## src/rtl/sctag_vuad_acc_if.sv

```systemverilog
// Request/grant and datapath-control bundle between the VUAD requesters and the access controller.
// Handshake: a requester raises *_req with stable *_wr/*_ua and holds them until the cycle
// its *_gnt is 1; the grant is combinational, so the access is accepted in that same cycle.
interface sctag_vuad_acc_if;
    logic       arb_stall_c1;
    logic       diag_req;
    logic       diag_wr;
    logic       diag_ua;
    logic       bist_req;
    logic       bist_wr;
    logic       bist_ua;
    logic [3:0] vuad_syndrome_c9;
    logic       diag_gnt;
    logic       bist_gnt;
    logic       arbctl_acc_ua_c2;
    logic       ua_wr_en_c3;
    logic       vd_wr_en_c3;
    logic       sel_diag1_data_wr_c3;
    logic       sel_diag0_data_wr_c3;
    logic       diag_rd_vld_c8;
    logic       bist_rd_vld_c8;
    logic       vuad_par_err_c9;
    logic       par_err_bist_c9;
    logic       busy;

    modport master (
        output arb_stall_c1, diag_req, diag_wr, diag_ua, bist_req, bist_wr, bist_ua,
               vuad_syndrome_c9,
        input  diag_gnt, bist_gnt, arbctl_acc_ua_c2, ua_wr_en_c3, vd_wr_en_c3,
               sel_diag1_data_wr_c3, sel_diag0_data_wr_c3, diag_rd_vld_c8, bist_rd_vld_c8,
               vuad_par_err_c9, par_err_bist_c9, busy
    );

    modport slave (
        input  arb_stall_c1, diag_req, diag_wr, diag_ua, bist_req, bist_wr, bist_ua,
               vuad_syndrome_c9,
        output diag_gnt, bist_gnt, arbctl_acc_ua_c2, ua_wr_en_c3, vd_wr_en_c3,
               sel_diag1_data_wr_c3, sel_diag0_data_wr_c3, diag_rd_vld_c8, bist_rd_vld_c8,
               vuad_par_err_c9, par_err_bist_c9, busy
    );
endinterface

```

## src/rtl/sctag_vuad_acc_ctl.sv

```systemverilog
// VUAD diag/BIST access controller: round-robin arbitration with write->read hazard blocking,
// an 8-stage C2..C9 op tracker, and datapath select/strobe/read-valid/parity generation.
module sctag_vuad_acc_ctl #(
    parameter int DW      = 26,
    parameter int HAZ_CYC = 2
) (
    input logic                  rclk,
    input logic                  arst_l,
    sctag_vuad_acc_if.slave      bus
);
    localparam int HW = (HAZ_CYC < 1) ? 1 : $clog2(HAZ_CYC + 1);

    // Stage index 0 is C2, index 7 is C9.
    logic [7:0]    vld_q, vld_d, own_q, own_d, wr_q, wr_d, ua_q, ua_d;
    logic          last_bist_q, last_bist_d;
    logic [HW-1:0] haz_ua_q, haz_ua_d, haz_vd_q, haz_vd_d;
    logic          acc_ua_q, acc_ua_d;
    logic          ua_wr_q, ua_wr_d, vd_wr_q, vd_wr_d;
    logic          sel1_q, sel1_d, sel0_q, sel0_d;
    logic          diag_elig, bist_elig, diag_gnt, bist_gnt;
    logic          gnt_wr, gnt_ua, c2_wr, c9_rd;

    always_comb begin
        diag_elig = bus.diag_req && !bus.arb_stall_c1 &&
                    (bus.diag_wr || (bus.diag_ua ? (haz_ua_q == '0) : (haz_vd_q == '0)));
        bist_elig = bus.bist_req && !bus.arb_stall_c1 &&
                    (bus.bist_wr || (bus.bist_ua ? (haz_ua_q == '0) : (haz_vd_q == '0)));
        diag_gnt  = diag_elig && (!bist_elig || last_bist_q);
        bist_gnt  = bist_elig && (!diag_elig || !last_bist_q);
        gnt_wr    = bist_gnt ? bus.bist_wr : bus.diag_wr;
        gnt_ua    = bist_gnt ? bus.bist_ua : bus.diag_ua;
    end

    always_comb begin
        vld_d = {vld_q[6:0], diag_gnt | bist_gnt};
        own_d = {own_q[6:0], bist_gnt};
        wr_d  = {wr_q[6:0], gnt_wr};
        ua_d  = {ua_q[6:0], gnt_ua};

        last_bist_d = last_bist_q;
        if (diag_gnt) last_bist_d = 1'b0;
        if (bist_gnt) last_bist_d = 1'b1;

        haz_ua_d = (haz_ua_q != '0) ? haz_ua_q - 1'b1 : '0;
        haz_vd_d = (haz_vd_q != '0) ? haz_vd_q - 1'b1 : '0;
        if ((diag_gnt || bist_gnt) && gnt_wr) begin
            if (gnt_ua) haz_ua_d = HW'(HAZ_CYC);
            else        haz_vd_d = HW'(HAZ_CYC);
        end

        // The C3 strobes/selects are registered from what sits in C2.
        c2_wr   = vld_q[0] && wr_q[0];
        ua_wr_d = c2_wr && ua_q[0];
        vd_wr_d = c2_wr && !ua_q[0];
        sel1_d  = (c2_wr && ua_q[0])  ? !own_q[0] : sel1_q;
        sel0_d  = (c2_wr && !ua_q[0]) ? !own_q[0] : sel0_q;

        acc_ua_d = (vld_q[0] && !wr_q[0]) ? ua_q[0] : acc_ua_q;
    end

    always_ff @(posedge rclk or negedge arst_l) begin
        if (!arst_l) begin
            vld_q       <= '0;
            own_q       <= '0;
            wr_q        <= '0;
            ua_q        <= '0;
            last_bist_q <= 1'b1;
            haz_ua_q    <= '0;
            haz_vd_q    <= '0;
            acc_ua_q    <= 1'b0;
            ua_wr_q     <= 1'b0;
            vd_wr_q     <= 1'b0;
            sel1_q      <= 1'b0;
            sel0_q      <= 1'b0;
        end else begin
            vld_q       <= vld_d;
            own_q       <= own_d;
            wr_q        <= wr_d;
            ua_q        <= ua_d;
            last_bist_q <= last_bist_d;
            haz_ua_q    <= haz_ua_d;
            haz_vd_q    <= haz_vd_d;
            acc_ua_q    <= acc_ua_d;
            ua_wr_q     <= ua_wr_d;
            vd_wr_q     <= vd_wr_d;
            sel1_q      <= sel1_d;
            sel0_q      <= sel0_d;
        end
    end

    always_comb begin
        c9_rd = vld_q[7] && !wr_q[7];
        bus.diag_gnt             = diag_gnt;
        bus.bist_gnt             = bist_gnt;
        bus.arbctl_acc_ua_c2     = acc_ua_d;
        bus.ua_wr_en_c3          = ua_wr_q;
        bus.vd_wr_en_c3          = vd_wr_q;
        bus.sel_diag1_data_wr_c3 = sel1_q;
        bus.sel_diag0_data_wr_c3 = sel0_q;
        bus.diag_rd_vld_c8       = vld_q[6] && !wr_q[6] && !own_q[6];
        bus.bist_rd_vld_c8       = vld_q[6] && !wr_q[6] && own_q[6];
        // UA parity lives in syndrome[1:0], VD parity in syndrome[3:2].
        bus.vuad_par_err_c9      = c9_rd && (ua_q[7] ? (|bus.vuad_syndrome_c9[1:0])
                                                     : (|bus.vuad_syndrome_c9[3:2]));
        bus.par_err_bist_c9      = bus.vuad_par_err_c9 && own_q[7];
        bus.busy                 = |vld_q;
    end

    if (DW < 4) begin : g_dw_chk
        $error("DW must cover the four VUAD bits");
    end

    gnt_onehot_a: assert property (@(posedge rclk) disable iff (!arst_l)
        !(diag_gnt && bist_gnt));
endmodule
```

## src/flat_wrapper.sv

```systemverilog
// flat-port wrapper written by rule: the top's interface ports become plain ports
module sctag_vuad_acc_ctl_flat 
#(
    parameter int DW      = 26,
    parameter int HAZ_CYC = 2
)
  (rclk, arst_l, bus_arb_stall_c1, bus_diag_req, bus_diag_wr, bus_diag_ua, bus_bist_req, bus_bist_wr, bus_bist_ua, bus_vuad_syndrome_c9, bus_diag_gnt, bus_bist_gnt, bus_arbctl_acc_ua_c2, bus_ua_wr_en_c3, bus_vd_wr_en_c3, bus_sel_diag1_data_wr_c3, bus_sel_diag0_data_wr_c3, bus_diag_rd_vld_c8, bus_bist_rd_vld_c8, bus_vuad_par_err_c9, bus_par_err_bist_c9, bus_busy);
  sctag_vuad_acc_if bus_i ();
  input logic rclk;
  input logic arst_l;
  input wire logic [$bits(bus_i.arb_stall_c1)-1:0] bus_arb_stall_c1;
  input wire logic [$bits(bus_i.diag_req)-1:0] bus_diag_req;
  input wire logic [$bits(bus_i.diag_wr)-1:0] bus_diag_wr;
  input wire logic [$bits(bus_i.diag_ua)-1:0] bus_diag_ua;
  input wire logic [$bits(bus_i.bist_req)-1:0] bus_bist_req;
  input wire logic [$bits(bus_i.bist_wr)-1:0] bus_bist_wr;
  input wire logic [$bits(bus_i.bist_ua)-1:0] bus_bist_ua;
  input wire logic [$bits(bus_i.vuad_syndrome_c9)-1:0] bus_vuad_syndrome_c9;
  output wire logic [$bits(bus_i.diag_gnt)-1:0] bus_diag_gnt;
  output wire logic [$bits(bus_i.bist_gnt)-1:0] bus_bist_gnt;
  output wire logic [$bits(bus_i.arbctl_acc_ua_c2)-1:0] bus_arbctl_acc_ua_c2;
  output wire logic [$bits(bus_i.ua_wr_en_c3)-1:0] bus_ua_wr_en_c3;
  output wire logic [$bits(bus_i.vd_wr_en_c3)-1:0] bus_vd_wr_en_c3;
  output wire logic [$bits(bus_i.sel_diag1_data_wr_c3)-1:0] bus_sel_diag1_data_wr_c3;
  output wire logic [$bits(bus_i.sel_diag0_data_wr_c3)-1:0] bus_sel_diag0_data_wr_c3;
  output wire logic [$bits(bus_i.diag_rd_vld_c8)-1:0] bus_diag_rd_vld_c8;
  output wire logic [$bits(bus_i.bist_rd_vld_c8)-1:0] bus_bist_rd_vld_c8;
  output wire logic [$bits(bus_i.vuad_par_err_c9)-1:0] bus_vuad_par_err_c9;
  output wire logic [$bits(bus_i.par_err_bist_c9)-1:0] bus_par_err_bist_c9;
  output wire logic [$bits(bus_i.busy)-1:0] bus_busy;
  assign bus_i.arb_stall_c1 = bus_arb_stall_c1;
  assign bus_i.diag_req = bus_diag_req;
  assign bus_i.diag_wr = bus_diag_wr;
  assign bus_i.diag_ua = bus_diag_ua;
  assign bus_i.bist_req = bus_bist_req;
  assign bus_i.bist_wr = bus_bist_wr;
  assign bus_i.bist_ua = bus_bist_ua;
  assign bus_i.vuad_syndrome_c9 = bus_vuad_syndrome_c9;
  assign bus_diag_gnt = bus_i.diag_gnt;
  assign bus_bist_gnt = bus_i.bist_gnt;
  assign bus_arbctl_acc_ua_c2 = bus_i.arbctl_acc_ua_c2;
  assign bus_ua_wr_en_c3 = bus_i.ua_wr_en_c3;
  assign bus_vd_wr_en_c3 = bus_i.vd_wr_en_c3;
  assign bus_sel_diag1_data_wr_c3 = bus_i.sel_diag1_data_wr_c3;
  assign bus_sel_diag0_data_wr_c3 = bus_i.sel_diag0_data_wr_c3;
  assign bus_diag_rd_vld_c8 = bus_i.diag_rd_vld_c8;
  assign bus_bist_rd_vld_c8 = bus_i.bist_rd_vld_c8;
  assign bus_vuad_par_err_c9 = bus_i.vuad_par_err_c9;
  assign bus_par_err_bist_c9 = bus_i.par_err_bist_c9;
  assign bus_busy = bus_i.busy;
  sctag_vuad_acc_ctl #(.DW(DW), .HAZ_CYC(HAZ_CYC)) u_core (.rclk(rclk), .arst_l(arst_l), .bus(bus_i));
endmodule
```

## config.mk

```make
export PLATFORM = sky130hd
export DESIGN_NAME = sctag_vuad_acc_ctl_flat
export DESIGN_NICKNAME = d
export VERILOG_FILES = /design/src/rtl/sctag_vuad_acc_if.sv /design/src/rtl/sctag_vuad_acc_ctl.sv /design/src/flat_wrapper.sv
export SDC_FILE = /design/constraint.sdc
export NUM_CORES = 1
export LEC_CHECK = 0
export CELL_PAD_IN_SITES_DETAIL_PLACEMENT = 0
export CELL_PAD_IN_SITES_GLOBAL_PLACEMENT = 1
export CORE_ASPECT_RATIO = 1.25
export CORE_MARGIN = 2
export CORE_UTILIZATION = 42
export CTS_CLUSTER_SIZE = 30
export DETAILED_ROUTE_END_ITERATION = 7
export MAX_ROUTING_LAYER = met4
export PLACE_DENSITY = 0.85
export SYNTH_ARGS = -nofsm -noshare
export SYNTH_HDL_FRONTEND = slang
export SYNTH_SLANG_ARGS = --single-unit
```

## constraint.sdc

```tcl
create_clock -name rclk -period 2 [get_ports rclk]
set_clock_uncertainty 0.2 [all_clocks]
set_input_delay 0.3 -clock rclk [delete_from_list [all_inputs] [get_ports rclk]]
set_output_delay 0.3 -clock rclk [all_outputs]
set_load 0.01 [all_outputs]
```

==> results.cfg, run 1 <==
[outcome]
outcome = completed

[global_routing]
grt_pass1_wl_um = 4540
grt-busiest-layer = met2
met2_usage_pct = 29.2
use_met1_pct = 14.8
grt_start_max_net_pins = 26
overflow = 0
antenna_found_initial = 0
grt_pass1_vias = 1014
grtUsageTotal_pct = 16.1
met3_usage_pct = 5.41

[yosys]
synth.area.top_cells = dfrtp_1, a41o_1, nand2b_1
yosysMostFrequentCell = dfrtp_1
yosysSeqAreaShare_pct = 72.3
synth_top_cell_by_area = dfrtp_1
async_flop_share_pct = 100
ys_top_cells_by_count = dfrtp_1, nand2b_1, a41o_1, nand2_1
ys_seq_elements = 42
synth_cells = 96
synth-edff-count = 0
synthDominantCellAreaShare_pct = 70.4
yosys_warnings = 0
syn_nets = 109
synth.avg_cell_area_sq_um = 15.2
yosys_most_used_dff = dfrtp_1
yosysUniqueCellTypes = 29
syn-cell-area_sq_mm = 0.00146

[job]
drv_cap = 0

[floorplanning]
ios = 25
fp-row-count = 23
die-height_um = 69.8
dieArea_sq_mm = 0.00396
core_area_sq_mm = 0.00325
start_util_pct = 44.8
die_w_um = 56.7

[clock_tree]
cts_made_buffers = 5
worstSkewPairLatency_ps = 280
cts_tree = done
path_clk_slew_ps = 70
cts_buffer_depth = 2
cts_sinks = 42
cts_max_level = 2
cts_root_buf = clkbuf_8

[setup_path]
cp-start-kind = flop
path_class = flop to primary output
crit_path_end_kind = primary output
crit_arrival_ps = 1490
cp_max_fo = 4
worstPathRequired_ps = 1500

[timing]
final_hold_viol_count = 0
tightestPinTransition_ps = 514
drv_slew = 0
post-route-period-util_pct = 99.3
relSlewSlack_pct = 65.7
period_minus_slack_ps = 1990
setup_viol = 0
fin_hold_ws_ps = 151
rsz0062_at_grt = true
fmax_mhz = 504
setup-tns-final_ps = 0

[final_layout]
nFillCells = 273
area_growth_pct = 37.0
drive_gt1_share_pct = 32.2
layout.nets = 158
n_antenna_cell = 0
layout.cells.non_filler = 183
seq_area_sq_mm = 0.00106
multi_input_area_sq_um = 433

[power]
powerDensity_mw_per_mm2 = 888
ir_worst_vdd_v = 0.000745
power.leakage_uw = 0.000940

[routing]
ant_nets = 0
avgViaCountPerCell = 5.25
post_drt_wl_per_cell_um = 15.6
vias = 961
drtPass1Iterations = 4
drc = 0
routed_wl_um = 2860
drt-initial-drc-count = 21

[place]
dp_cells = 172
gp_congestion = 0.770
portBuffers = 24
place_hpwl_um = 1990

[hold_path]
min_path_type = flop to flop
[logic make-up (layout without fill, tap and decap cells)]
| group | count (synthesis) | count (layout) | share of synthesized area [%] |
|---|---|---|---|
| flip-flops | 42 | 42 | 72.3 |
| multiplexers | 3 | 3 | 2.84 |
| AND/OR/NAND/NOR | 28 | 28 | 12.1 |
| buffers and inverters | 3 | 53 | 0.773 |
| AO/OA/AOI/OAI | 20 | 20 | 12.0 |
[worst max-delay path, stage by stage, from the launching register on]
cell,delay (ps)
dfrtp_2,440
nor3b_4,230
buf_4,160
o311ai_4,90
and2_4,160
buf_6,110
[layer usage]
metal	wire length (um)	part of all wire, %	vias up
met5	0	0	-
met2	1590	56	35
met3	186	6.5	6
met4	62	2.2	0
met1	1020	36	478
li1	-	-	442
[worst paths after layout]
kind                                      end                from  cells past startpoint  slack, ps
hold reg to reg                u_core.ua_q[6]      u_core.ua_q[5]                      0        150
hold / removal                 u_core.ua_q[6]      u_core.ua_q[5]                      0        150
max in group asynchronous  u_core.last_bist_q              arst_l                      3        680
min in group asynchronous      u_core.ua_q[0]              arst_l                      2        320
setup / recovery                 bus_bist_gnt  u_core.haz_ua_q[1]                      5         10
setup reg to reg           u_core.haz_vd_q[1]  u_core.haz_ua_q[1]                      7         40
[layout by cell type, fill, tap and decap left out, types with 2 or more instances in the layout]
master | synthesis | routed
nand2_1 | 4 | 4
dfrtp_2 | 0 | 3
nor2_1 | 3 | 3
a21oi_1 | 2 | 2
buf_4 | 0 | 17
mux2_4 | 2 | 2
o21ai_0 | 3 | 3
nand2b_1 | 5 | 5
a41o_1 | 4 | 4
dfrtp_1 | 41 | 38
o22a_1 | 2 | 2
o22ai_1 | 2 | 2
buf_2 | 0 | 3
and2_1 | 3 | 3
nor3b_2 | 0 | 2
clkbuf_8 | 0 | 6
dlygate4sd2_1 | 0 | 5
inv_1 | 3 | 3
clkdlybuf4s50_1 | 0 | 15
nor3_1 | 3 | 2
nor4_1 | 2 | 2
o31ai_2 | 1 | 2
[stage by stage]
step                utilization [%]  setup slack [ps]  power (uW)  cell area, sq um
global route                   61.4             -56.7        1860              2000
floorplan                         -               123        1080              1460
finish                         61.4              14.4        1770              2000
global placement               56.9              -502        1230              1850
CTS                            60.9             -70.8        1780              1980
detailed placement             56.9              -529        1240              1850
[sequential cells by signal, summed over array words and instances, names as in the netlist]
| signal | flops |
|---|---|
| u_core.acc_ua_q | 1 |
| u_core.bus.sel_diag0_data_wr_c3 | 1 |
| u_core.bus.sel_diag1_data_wr_c3 | 1 |
| u_core.bus.ua_wr_en_c3 | 1 |
| u_core.bus.vd_wr_en_c3 | 1 |
| u_core.haz_ua_q | 2 |
| u_core.haz_vd_q | 2 |
| u_core.last_bist_q | 1 |
| u_core.own_q | 8 |
| u_core.ua_q | 8 |
| u_core.vld_q | 8 |
| u_core.wr_q | 8 |
[area by class of cell]
type	instances	area share (%)
Clock buffer	7	4.33
Timing Repair Buffer	42	17.9
Clock inverter	1	0.251
Tap cell	37	2.32
Multi-Input combinational cell	51	21.7
Inverter	3	0.564
Sequential cell	42	52.9
[timing repair]
item,4_1_cts,5_1_grt
hold buffers,1,0
setup buffers,1,1
endpoints found under the setup margin,6,6
resized for setup,24,6
hold endpoints to repair,23,0
pin swaps,9,7
[report_power, final]
| group | internal, uW | leakage [uW] | switching (uW) |
|---|---|---|---|
| clock | 278 | 0.0000482 | 253 |
| sequential | 934 | 0.000516 | 50.3 |
| combinational | 142 | 0.000375 | 114 |
Power figures use the tool's default switching activity.
==> run 2: changes to the inputs <==
--- a/config.mk
+++ b/config.mk
@@ -9,11 +9,11 @@
 export CELL_PAD_IN_SITES_GLOBAL_PLACEMENT = 1
 export CORE_ASPECT_RATIO = 1.25
 export CORE_MARGIN = 2
-export CORE_UTILIZATION = 42
+export CORE_UTILIZATION = 45
 export CTS_CLUSTER_SIZE = 30
 export DETAILED_ROUTE_END_ITERATION = 7
 export MAX_ROUTING_LAYER = met4
-export PLACE_DENSITY = 0.85
+export PLACE_DENSITY = 0.9
 export SYNTH_ARGS = -nofsm -noshare
 export SYNTH_HDL_FRONTEND = slang
 export SYNTH_SLANG_ARGS = --single-unit
==> constraint.sdc (replaced) <==
create_clock -name rclk -period 2.4 [get_ports rclk]
set_clock_uncertainty 0.2 [all_clocks]
set_input_delay 0.36 -clock rclk [delete_from_list [all_inputs] [get_ports rclk]]
set_output_delay 0.36 -clock rclk [all_outputs]
set_load 0.01 [all_outputs]
==> run 2 against run 1 <==
  * The run now ends with negative hold slack left
  * Total power decreased by 16%
  * Clock power decreased by 13%
  * Wire length fell by 4.4%
  * Final cell count decreased by 2.2%
  * Clock-buffer cell count decreased by 1
  * Critical path type is now input port to primary output
==> results.cfg, run 2 (synthesized netlist as in run 1, its figures left out) <==
[outcome]
outcome = finished, violations left
failed_checks = negative hold slack

[timing]
final_hold_viol_count = 41
drv_slew = 0
fin_hold_ws_ps = -26.6
fmax_mhz = 443
period_minus_slack_ps = 2260
tightestPinTransition_ps = 857
relSlewSlack_pct = 42.8
post-route-period-util_pct = 94.0
setup-tns-final_ps = 0
rsz0062_at_grt = false
setup_viol = 0

[floorplanning]
core_area_sq_mm = 0.00314
ios = 25
fp-row-count = 23
die-height_um = 67.6
start_util_pct = 46.4
die_w_um = 54.9
dieArea_sq_mm = 0.00371

[clock_tree]
cts_root_buf = clkbuf_8
worstSkewPairLatency_ps = 290
cts_max_level = 2
cts_buffer_depth = 2
cts_made_buffers = 5
path_clk_slew_ps = 80
cts_tree = done
cts_sinks = 42
cts_hold_buf = 0

[global_routing]
grt_pass1_vias = 983
grt_start_max_net_pins = 43
grtUsageTotal_pct = 18.2
antenna_found_initial = 0
overflow = 0
grt_pass1_wl_um = 4420

[setup_path]
crit_buf_inv = 2
slowest_delay_ps = 460
cp-start-kind = input port
crit_arrival_ps = 1700
critPathTopFamily = buffers and inverters
cp_slowest_cell = clkdlybuf4s50_1
cp_max_fo = 2
crit_path_end_kind = primary output
path_cells = clkdlybuf4s50_1 > nor3_1 > a2111oi_2 > and2_1 > dlygate4sd2_1
worstPathRequired_ps = 1840
path_class = input port to primary output

[routing]
drt-initial-drc-count = 16
routed_wl_um = 2730
post_drt_wl_per_cell_um = 15.2
ant_nets = 0
drtPass1Iterations = 4
drc = 0
vias = 938
avgViaCountPerCell = 5.24

[power]
powerDensity_mw_per_mm2 = 758
sw_frac_of_total_pct = 24.5
clkPwrFrac_pct = 31.1
internal_power_uw = 1120
total_power_uw = 1480
pwr-share-seq_pct = 55.3
ir_worst_vdd_v = 0.000533
power.leakage_uw = 0.000922
switching_power_uw = 363
combinationalPowerShare_pct = 13.5

[place]
place_hpwl_um = 2030
portBuffers = 24
dp_cells = 170
place_area_sq_mm = 0.00184
gp_congestion = 0.825

[final_layout]
area_growth_pct = 34.4
layout.cells.non_filler = 179
n_antenna_cell = 0
drive_gt1_share_pct = 27.5
postLayoutCellArea_sq_mm = 0.00196
final_cell_mix = dfrtp_1, clkdlybuf4s50_1, buf_4
final_core_util_pct = 62.4
layout.nets = 154
mostFrequentLayoutCell = dfrtp_1

[job]
drv_cap = 0

[hold_path]
min_path_type = input port to asynchronous set/reset pin
run 2: cell types whose count changed in the layout (fill, tap and decap cells not counted), sizes merged:
| cell | before | now |
|---|---|---|
| buf | 21 | 15 |
| clkbuf | 7 | 6 |
| clkdlybuf4s50 | 15 | 16 |
| clkinvlp | 0 | 1 |
| dlygate4sd2 | 5 | 7 |
| dlygate4sd3 | 1 | 0 |
run 2: final timing paths:
| kind | start | endpoint | slack, ps | cells after the start |
|---|---|---|---|---|
| setup / recovery | bus_vuad_syndrome_c9[3] | bus_par_err_bist_c9 | 140 | 5 |
| hold / removal | arst_l | u_core.own_q[4] | -30 | 1 |
| setup reg to reg | u_core.haz_ua_q[1] | u_core.ua_q[0] | 560 | 5 |
| hold reg to reg | u_core.wr_q[3] | u_core.wr_q[4] | 150 | 0 |
| max in group asynchronous | arst_l | u_core.haz_ua_q[0] | 1450 | 1 |
| min in group rclk | u_core.wr_q[3] | u_core.wr_q[4] | 150 | 0 |
run 2: layout make-up:
| class | count | area [sq um] |
|---|---|---|
| clock inverter | 2 | 12.5 |
| clock buffer | 6 | 82.6 |
| timing repair buffer | 38 | 332 |
| sequential | 42 | 1050 |
| fill | 258 | 1180 |
| multi-input combinational | 51 | 418 |
| inverter | 3 | 11.3 |
| tap | 37 | 46.3 |
run 2: power groups by stage:
stage / Clock [uW] / Combinational [uW] / Sequential, uW
6_report: 462 / 201 / 821
5_1_grt: 508 / 218 / 829
4_1_cts: 470 / 203 / 823
3_5_place_dp: 0 / 202 / 834
3_3_place_gp: 0 / 195 / 828
2_1_floorplan: 0 / 77.5 / 825
run 2: repair_timing:
| item | 4_1_cts | 5_1_grt |
|---|---|---|
| gates resized for setup | 15 | 0 |
| buffers inserted | 1 | 0 |
| setup endpoints to repair | 4 | 0 |
run 2: per-stage QoR:
stage | worst slack, ps | hold WS, ps
floorplan | 416 | -136
global placement | -193 | 135
detailed placement | -272 | 135
CTS | 169 | 7.65
global route | 80.7 | 48.4
finish | 145 | -26.6
run 2: per-layer routing:
layer | GRT usage (%) | up-vias | wire length, um
met5 | - | - | 0
met4 | 9.38 | 0 | 46
met3 | 4.20 | 5 | 151
met2 | 32.0 | 30 | 1460
met1 | 18.0 | 467 | 1070
li1 | - | 436 | -
